**src/rtl/alu_result_stage_if.sv**
```systemverilog
// Handshake and status bundle between the 4-bit adder/subtractor, the result
// stage and its consumer. The master modport belongs to the producer/consumer side.
interface alu_result_stage_if #(
    parameter int CNT_W = 8
);
    logic             in_valid;
    logic             in_ready;
    logic [3:0]       sum;
    logic             carry;
    logic             a_msb;
    logic             b_msb;
    logic             m;
    logic             out_valid;
    logic             out_ready;
    logic [3:0]       res;
    logic             flag_z;
    logic             flag_n;
    logic             flag_c;
    logic             flag_v;
    logic             ovf_sticky;
    logic             clr_sticky;
    logic [CNT_W-1:0] res_count;

    modport master (
        output in_valid, sum, carry, a_msb, b_msb, m, out_ready, clr_sticky,
        input  in_ready, out_valid, res, flag_z, flag_n, flag_c, flag_v,
               ovf_sticky, res_count
    );

    modport slave (
        input  in_valid, sum, carry, a_msb, b_msb, m, out_ready, clr_sticky,
        output in_ready, out_valid, res, flag_z, flag_n, flag_c, flag_v,
               ovf_sticky, res_count
    );
endinterface

```
**src/rtl/alu_result_stage.sv**
```systemverilog
// Registered result stage behind the 4-bit adder/subtractor: flags computed at
// capture, two-entry buffer, sticky overflow and a wrapping delivered-result count.
module alu_result_stage #(
    parameter int DEPTH = 2,
    parameter int CNT_W = 8
) (
    input logic                clk,
    input logic                rst,
    alu_result_stage_if.slave  bus
);

    typedef struct packed {
        logic [3:0] res;
        logic       c;
        logic       z;
        logic       n;
        logic       v;
    } entry_t;

    entry_t           new_e;
    entry_t           head;
    entry_t           tail;
    logic [1:0]       occ;
    logic             push;
    logic             pop;
    logic             sticky;
    logic [CNT_W-1:0] count;

    always_comb begin
        new_e     = '0;
        new_e.res = bus.sum;
        new_e.c   = bus.carry;
        new_e.z   = (bus.sum == 4'd0);
        new_e.n   = bus.sum[3];
        // b_msb arrives before the subtract inversion, hence the flipped sign test
        if (bus.m)
            new_e.v = (bus.a_msb != bus.b_msb) && (bus.sum[3] != bus.a_msb);
        else
            new_e.v = (bus.a_msb == bus.b_msb) && (bus.sum[3] != bus.a_msb);
    end

    assign bus.in_ready  = (occ != 2'(DEPTH));
    assign bus.out_valid = (occ != 2'd0);
    assign push          = bus.in_valid && bus.in_ready;
    assign pop           = bus.out_valid && bus.out_ready;

    // head is the output register itself, so it holds its last value when empty
    always_ff @(posedge clk or posedge rst) begin
        if (rst) begin
            head   <= '0;
            tail   <= '0;
            occ    <= 2'd0;
            sticky <= 1'b0;
            count  <= '0;
        end else begin
            case ({push, pop})
                2'b10: begin
                    if (occ == 2'd0)
                        head <= new_e;
                    else
                        tail <= new_e;
                    occ <= occ + 2'd1;
                end
                2'b01: begin
                    if (occ == 2'd2)
                        head <= tail;
                    occ <= occ - 2'd1;
                end
                2'b11: begin
                    // push requires a free slot, so occupancy is exactly one here
                    head <= new_e;
                end
                default: ;
            endcase
            sticky <= (sticky && !bus.clr_sticky) || (push && new_e.v);
            if (pop)
                count <= count + {{(CNT_W-1){1'b0}}, 1'b1};
        end
    end

    assign bus.res        = head.res;
    assign bus.flag_z     = head.z;
    assign bus.flag_n     = head.n;
    assign bus.flag_c     = head.c;
    assign bus.flag_v     = head.v;
    assign bus.ovf_sticky = sticky;
    assign bus.res_count  = count;

endmodule

```
**src/flat_wrapper.sv**
```systemverilog
// flat-port wrapper written by rule: the top's interface ports become plain ports
module alu_result_stage_flat 
#(
    parameter int DEPTH = 2,
    parameter int CNT_W = 8
)
  (clk, rst, bus_in_valid, bus_sum, bus_carry, bus_a_msb, bus_b_msb, bus_m, bus_out_ready, bus_clr_sticky, bus_in_ready, bus_out_valid, bus_res, bus_flag_z, bus_flag_n, bus_flag_c, bus_flag_v, bus_ovf_sticky, bus_res_count);
  alu_result_stage_if #(.CNT_W(CNT_W)) bus_i ();
  input logic clk;
  input logic rst;
  input wire logic [$bits(bus_i.in_valid)-1:0] bus_in_valid;
  input wire logic [$bits(bus_i.sum)-1:0] bus_sum;
  input wire logic [$bits(bus_i.carry)-1:0] bus_carry;
  input wire logic [$bits(bus_i.a_msb)-1:0] bus_a_msb;
  input wire logic [$bits(bus_i.b_msb)-1:0] bus_b_msb;
  input wire logic [$bits(bus_i.m)-1:0] bus_m;
  input wire logic [$bits(bus_i.out_ready)-1:0] bus_out_ready;
  input wire logic [$bits(bus_i.clr_sticky)-1:0] bus_clr_sticky;
  output wire logic [$bits(bus_i.in_ready)-1:0] bus_in_ready;
  output wire logic [$bits(bus_i.out_valid)-1:0] bus_out_valid;
  output wire logic [$bits(bus_i.res)-1:0] bus_res;
  output wire logic [$bits(bus_i.flag_z)-1:0] bus_flag_z;
  output wire logic [$bits(bus_i.flag_n)-1:0] bus_flag_n;
  output wire logic [$bits(bus_i.flag_c)-1:0] bus_flag_c;
  output wire logic [$bits(bus_i.flag_v)-1:0] bus_flag_v;
  output wire logic [$bits(bus_i.ovf_sticky)-1:0] bus_ovf_sticky;
  output wire logic [$bits(bus_i.res_count)-1:0] bus_res_count;
  assign bus_i.in_valid = bus_in_valid;
  assign bus_i.sum = bus_sum;
  assign bus_i.carry = bus_carry;
  assign bus_i.a_msb = bus_a_msb;
  assign bus_i.b_msb = bus_b_msb;
  assign bus_i.m = bus_m;
  assign bus_i.out_ready = bus_out_ready;
  assign bus_i.clr_sticky = bus_clr_sticky;
  assign bus_in_ready = bus_i.in_ready;
  assign bus_out_valid = bus_i.out_valid;
  assign bus_res = bus_i.res;
  assign bus_flag_z = bus_i.flag_z;
  assign bus_flag_n = bus_i.flag_n;
  assign bus_flag_c = bus_i.flag_c;
  assign bus_flag_v = bus_i.flag_v;
  assign bus_ovf_sticky = bus_i.ovf_sticky;
  assign bus_res_count = bus_i.res_count;
  alu_result_stage #(.DEPTH(DEPTH), .CNT_W(CNT_W)) u_core (.clk(clk), .rst(rst), .bus(bus_i));
endmodule
```
**config.mk**
```make
export PLATFORM = sky130hd
export DESIGN_NAME = alu_result_stage_flat
export DESIGN_NICKNAME = d
export VERILOG_FILES = /design/src/rtl/alu_result_stage_if.sv /design/src/rtl/alu_result_stage.sv /design/src/flat_wrapper.sv
export SDC_FILE = /design/constraint.sdc
export NUM_CORES = 1
export LEC_CHECK = 0
export CELL_PAD_IN_SITES_DETAIL_PLACEMENT = 0
export CELL_PAD_IN_SITES_GLOBAL_PLACEMENT = 2
export CORE_UTILIZATION = 29
export DETAILED_ROUTE_END_ITERATION = 10
export HOLD_SLACK_MARGIN = 0.02
export PLACE_DENSITY_LB_ADDON = 0.08
export RECOVER_POWER = 50
export SLEW_MARGIN = 20
export SYNTH_ARGS = -nofsm -noshare
export SYNTH_HDL_FRONTEND = slang
export SYNTH_SLANG_ARGS = --single-unit
```
**constraint.sdc**
```tcl
create_clock -name clk -period 2.3 [get_ports clk]
set_input_delay 0.345 -clock clk [delete_from_list [all_inputs] [get_ports clk]]
set_output_delay 0.345 -clock clk [all_outputs]
set_load 0.005 [all_outputs]
```
Word-level counts from Yosys, hierarchy flattened:

Cells that the tools add are included.

* add/sub/neg operators: 3
* shifts and indexed selects: 0
* equal/unequal tests: 10
* div/mod/pow operators: 0
* $mul: 0
* order comparisons: 0
* bitwise logic cells: 1
* multiplexer cells: 5
* reductions and logical operators: 15

Operators with widths (count)
* case mux 8 bit (3 select lines): 1
* two-way mux 8 bit: 2
* adder 8 x 1 -> 8 bit (second input constant): 1
* equality test 2 bit (second input constant): 3
* logical AND 1 bit: 6
* logical NOT 4 bit: 1
* != test 2 x 1 -> 1 bit (second input constant): 2
* case mux 2 bit (2 select lines): 1
* nonzero test 2 bit: 2
* AND reduction 3 bit: 1
* nonzero test 3 bit: 1
* adder 2 x 1 -> 2 bit (second input constant): 1
* equality test 2 x 1 -> 1 bit (second input constant): 1
* logical NOT 2 bit: 1
* != test 1 bit: 2
* != test 2 bit (second input constant): 1
* AND reduction 2 bit: 1
* subtractor 2 x 1 -> 2 bit (second input constant): 1
* equality test 1 bit: 1
* logical NOT 1 bit: 1
* logical OR 1 bit: 1
* two-way mux 1 bit: 1
* NOT 1 bit: 1

* bits in latches: 0
* bits in registers: 27
* output and inout bits: 19
* RAM bits: 0
* input port bits: 13
* ROM bits: 0
* memories: 0

Depth between registers and ports, before layout:

* word-level depth: 5
* mapped depth: 9
* depth with buffers taken out: 8

Worst setup path before layout:

No wires, ideal clock.

* path kind: reg2reg
* from: register u_core.occ[0]
* to: register u_core.head (netlist bit u_core.bus.flag_v)
* stages on the path, launching flop included: 8
* clock period less this slack: 1.820 ns
* path buffers: 1
* required time: 2.175 ns
* path slack: 0.480 ns
* arrival: 1.695 ns
* cell sequence: dfrtp_1 o21ai_1 inv_1 ha_1 buf_2 nand2_1 o21ai_0 mux2_2

* cells in the longest elaborated chain, start to end: 5
* elaborated cells between the ends (all ways): 14
* classes of those cells: eq/ne: 7; mux: 1; reduce/logical: 6

Ends and longest elaborated chain
* start, declared: RTL line alu_result_stage.sv:23 `logic [1:0] occ;`
* start signal, assigned: RTL line alu_result_stage.sv:62 `occ <= occ + 2'd1;`
* start signal, assigned: RTL line alu_result_stage.sv:67 `occ <= occ - 2'd1;`
* nonzero test 2 bit (*): RTL line alu_result_stage.sv:43 `assign bus.out_valid = (occ != 2'd0);`
* logical AND 1 bit (*): RTL line alu_result_stage.sv:45 `assign pop = bus.out_valid && bus.out_ready;`
* via u_core.pop: RTL line alu_result_stage.sv:25 `logic pop;`
* equality test 2 x 1 -> 1 bit / equality test 2 bit (equally long branches): RTL line alu_result_stage.sv:56 `case ({push, pop})`
* != test 2 x 1 -> 1 bit (no source line) / nonzero test 3 bit (equally long branches)
* AND reduction 3 bit (no source line)
* end signal, assigned: RTL line alu_result_stage.sv:59 `head <= new_e;`
* end signal, assigned: RTL line alu_result_stage.sv:66 `head <= tail;`
* end signal, assigned: RTL line alu_result_stage.sv:71 `head <= new_e;`
* end, declared: RTL line alu_result_stage.sv:21 `entry_t head;`

Mark *: on every way through the listed nets, which the timed path passes. The rest lies on a longest branch.
A chain may end at the register's enable or synchronous reset.

Final worst setup path:

* from: register u_core.occ[1]
* to: register u_core.head (netlist bit u_core.bus.flag_n)

Same word-level chain as after synthesis.

==> out/results.ini <==
[worst_hold_path]
min_path_type=reg -> reg

[die]
io-pin-count=32
rows=22
floorplan_die_area_mm2=0.00430
dieWidth_um=65.6
core-area_mm2=0.00377
initial_util=0.311
chipHeight_um=65.6

[pwr]
seqPwrFrac=0.419
logic_pwr_share=0.444
power.switching_fraction=0.336
power_switching_mw=0.637
clock_power_share=0.138
leakage_nw=0.681
worst_ir_drop_vdd_v=0.000473
p_int_mw=1.26
power-per-cell-area_mw_per_mm2=1190

[detailed_routing]
wire_length_per_cell_after_detailed_routing_um=12.0
drt_pass1_iterations=3
routed-via-count=846
final_antenna_net_count=0
avgViaCountPerCell=4.48
route.detailed.drc=0
route.final.wire_length_mm=2.26
drt_iter0_drc=22

[worst_setup_path]
required_ns=2.45
critical_path.endpoint_type=flip-flop
criticalPathCategory=reg -> reg
timing.critical_path.arrival_ns=2.11
crit_path_start_kind=flip-flop
crit_path_max_fanout=12

[sta]
layout_setup_ws_ns=0.343
relSlewSlack=0.128
final-max-slew-violation-count=0
setup_tns_after_final_layout_ns=0
setup-violations-final=0
fin_crit_sh=0.851
timing_hold_violations_final=0
clock_period_minus_worst_slack_ns=1.96
worst_pin_slew_ns=1.31
max_freq_ghz=0.511
timing.hold.ws_ns=0.481
unrepaired_setup_endpoints_after_global_routing=false
clock_skew_ns=0.00498

[yosys]
synth_enable_flop_cells=0
synthesis.instances=105
postSynthNetCount=122
count_of_warnings_emitted_by_yosys=0
syn-cell-area_mm2=0.00117
synth.yosys.seq_area_share=0.534
postSynth.asyncResetShare=1.00
avgSynthCellArea_um2=11.2
synth.distinct_cells=26
postSynth.topFlopCell=dfrtp_1
synth-seq-cells=25

[place]
finalWeightedCongestion=0.703
detailedPlacementHpwl_mm=1.74
dp_slack_ns=0.154
placement.io_buffers=31

[clocking]
cts_tree=built
cts_repair_resize_count=0
cts.htree.levels=1
cts-root-to-sink-buffers=2
clk_transition_reported_paths_ns=0.09
cts_post_setup_buffers_inserted=0
cts_sinks=25
insertion_delay_ns=0.27
cts_buffers=3
postCtsHoldBufs=0
clock-root-buffer=clkbuf_8

[grt]
grt_pass1_wl_mm=3.88
grt_max_degree=26
global_route.usage.total=0.120
number_of_global_route_vias_before_repair=847
grt.overflow.total=0
antenna_found_initial=0

[job]
max-cap-violations=0

[cells_and_area]
drive_above_1_share=0.121
area_growth_from_synthesis_to_layout_pct=36.0
layout.nets=159
n_fill_cell=362
inserted_diodes=0

[run_status]
status=completed

==> worst max-delay path, stage by stage (launching register included) <==
cell and delay [ns]:
dfrtp_1 0.44, o21ai_1 0.30, inv_1 0.17, ha_1 0.31, nor3_1 0.25, a21oi_2 0.07, buf_4 0.18, nand2_1 0.06
o21ai_0 0.07
==> cell usage after synthesis, types with 2 or more instances <==
| library cell | n | area share |
|---|---|---|
| ha_1 | 4 | 0.043 |
| mux2i_1 | 7 | 0.060 |
| o21ai_0 | 8 | 0.034 |
| xor2_1 | 3 | 0.022 |
| nor2_1 | 3 | 0.0096 |
| nand3_1 | 4 | 0.017 |
| dfrtp_1 | 25 | 0.53 |
| mux2_2 | 6 | 0.058 |
| nand4_1 | 2 | 0.011 |
| nand2_1 | 15 | 0.048 |
| buf_4 | 2 | 0.013 |
| inv_1 | 4 | 0.013 |
| nor2b_1 | 2 | 0.011 |
| xnor2_1 | 8 | 0.060 |
==> layout by cell type, fill, tap and decap left out <==
cell type,instances
a21oi_1,1
a21oi_2,1
and3_1,1
buf_4,2
clkbuf_1,2
clkbuf_8,3
clkdlybuf4s50_1,29
clkinvlp_4,1
dfrtp_1,25
dlygate4sd3_1,2
ha_1,4
inv_1,4
mux2_2,6
mux2i_1,7
nand2_1,15
nand2_2,1
nand3_1,4
nand4_1,2
nor2_1,3
nor2b_1,2
nor3_1,1
o21ai_0,8
o21ai_1,1
o21ai_2,1
o22ai_1,1
or2_2,1
or2b_2,1
or4_1,1
xnor2_1,8
xor2_1,3
==> final cells by class <==
type	count	area, µm²	area share
sequential	25	626	0.393
multi-input combinational	73	510	0.321
timing repair buffer	35	333	0.209
tap	48	60.1	0.0377
clock buffer	3	41.3	0.0259
inverter	4	15.0	0.00943
clock inverter	1	7.51	0.00471
==> power by group through the flow <==
stage	clock network, mW	logic, mW	registers [mW]
after detailed placement	0	0.861	0.804
after CTS	0.276	0.863	0.795
after floorplan	0	0.474	0.780
after global placement	0	0.849	0.799
final	0.261	0.840	0.793
after global routing	0.292	0.930	0.824
==> kinds of logic (layout without fill, tap and decap cells) <==
| family | after synthesis | in the layout | share of synthesized area |
|---|---|---|---|
| DFF | 25 | 25 | 0.534 |
| adders and majority gates | 4 | 4 | 0.0427 |
| xor gates and xnor gates | 11 | 11 | 0.0823 |
| muxes | 13 | 13 | 0.118 |
| buffers and inverters | 7 | 43 | 0.0299 |
| AOI/OAI and AO/OA | 13 | 13 | 0.0630 |
| and+or+nand+nor | 32 | 32 | 0.130 |
==> path summary, 6_finish.rpt <==
kind                                         start                       to  slack [ns]  depth (start not counted)
min in group asynchronous                      rst        u_core.bus.res[1]        0.94                          3
setup / recovery                     u_core.occ[1]        u_core.bus.flag_n        0.34                          8
setup reg to reg                     u_core.occ[1]        u_core.bus.flag_n        0.34                          8
hold reg to reg            u_core.bus.res_count[7]  u_core.bus.res_count[7]        0.48                          1
hold / removal             u_core.bus.res_count[7]  u_core.bus.res_count[7]        0.48                          1
max in group asynchronous                      rst            u_core.occ[1]        0.59                          3
==> routing by layer <==
layer | track usage | part of all wire | vias up
met2 | 0.193 | 0.49 | 19
met3 | 0.0243 | 0.039 | 2
li1 | - | - | 423
met1 | 0.155 | 0.47 | 402
met5 | 0 | 0 | -
met4 | 0.0489 | 0.0088 | 0
==> per-stage QoR <==
| stage | total power [mW] | cells | instance area, µm² | util |
|---|---|---|---|---|
| after global placement | 1.65 | 185 | 1550 | 0.411 |
| final | 1.89 | 189 | 1590 | 0.422 |
| after detailed placement | 1.66 | 185 | 1550 | 0.411 |
| after global routing | 2.05 | 189 | 1590 | 0.422 |
| after CTS | 1.93 | 189 | 1600 | 0.424 |
| after floorplan | 1.25 | 105 | 1170 | - |
==> state kept, by name, indices dropped and copies added (netlist names) <==
register	cells
u_core.tail	7
u_core.bus.res_count	8
u_core.bus.ovf_sticky	1
u_core.occ	2
u_core.bus.flag_z	1
u_core.bus.res	3
u_core.bus.flag_v	1
u_core.bus.flag_n	1
u_core.bus.flag_c	1
No activity file was read; power rests on OpenSTA's default activity.
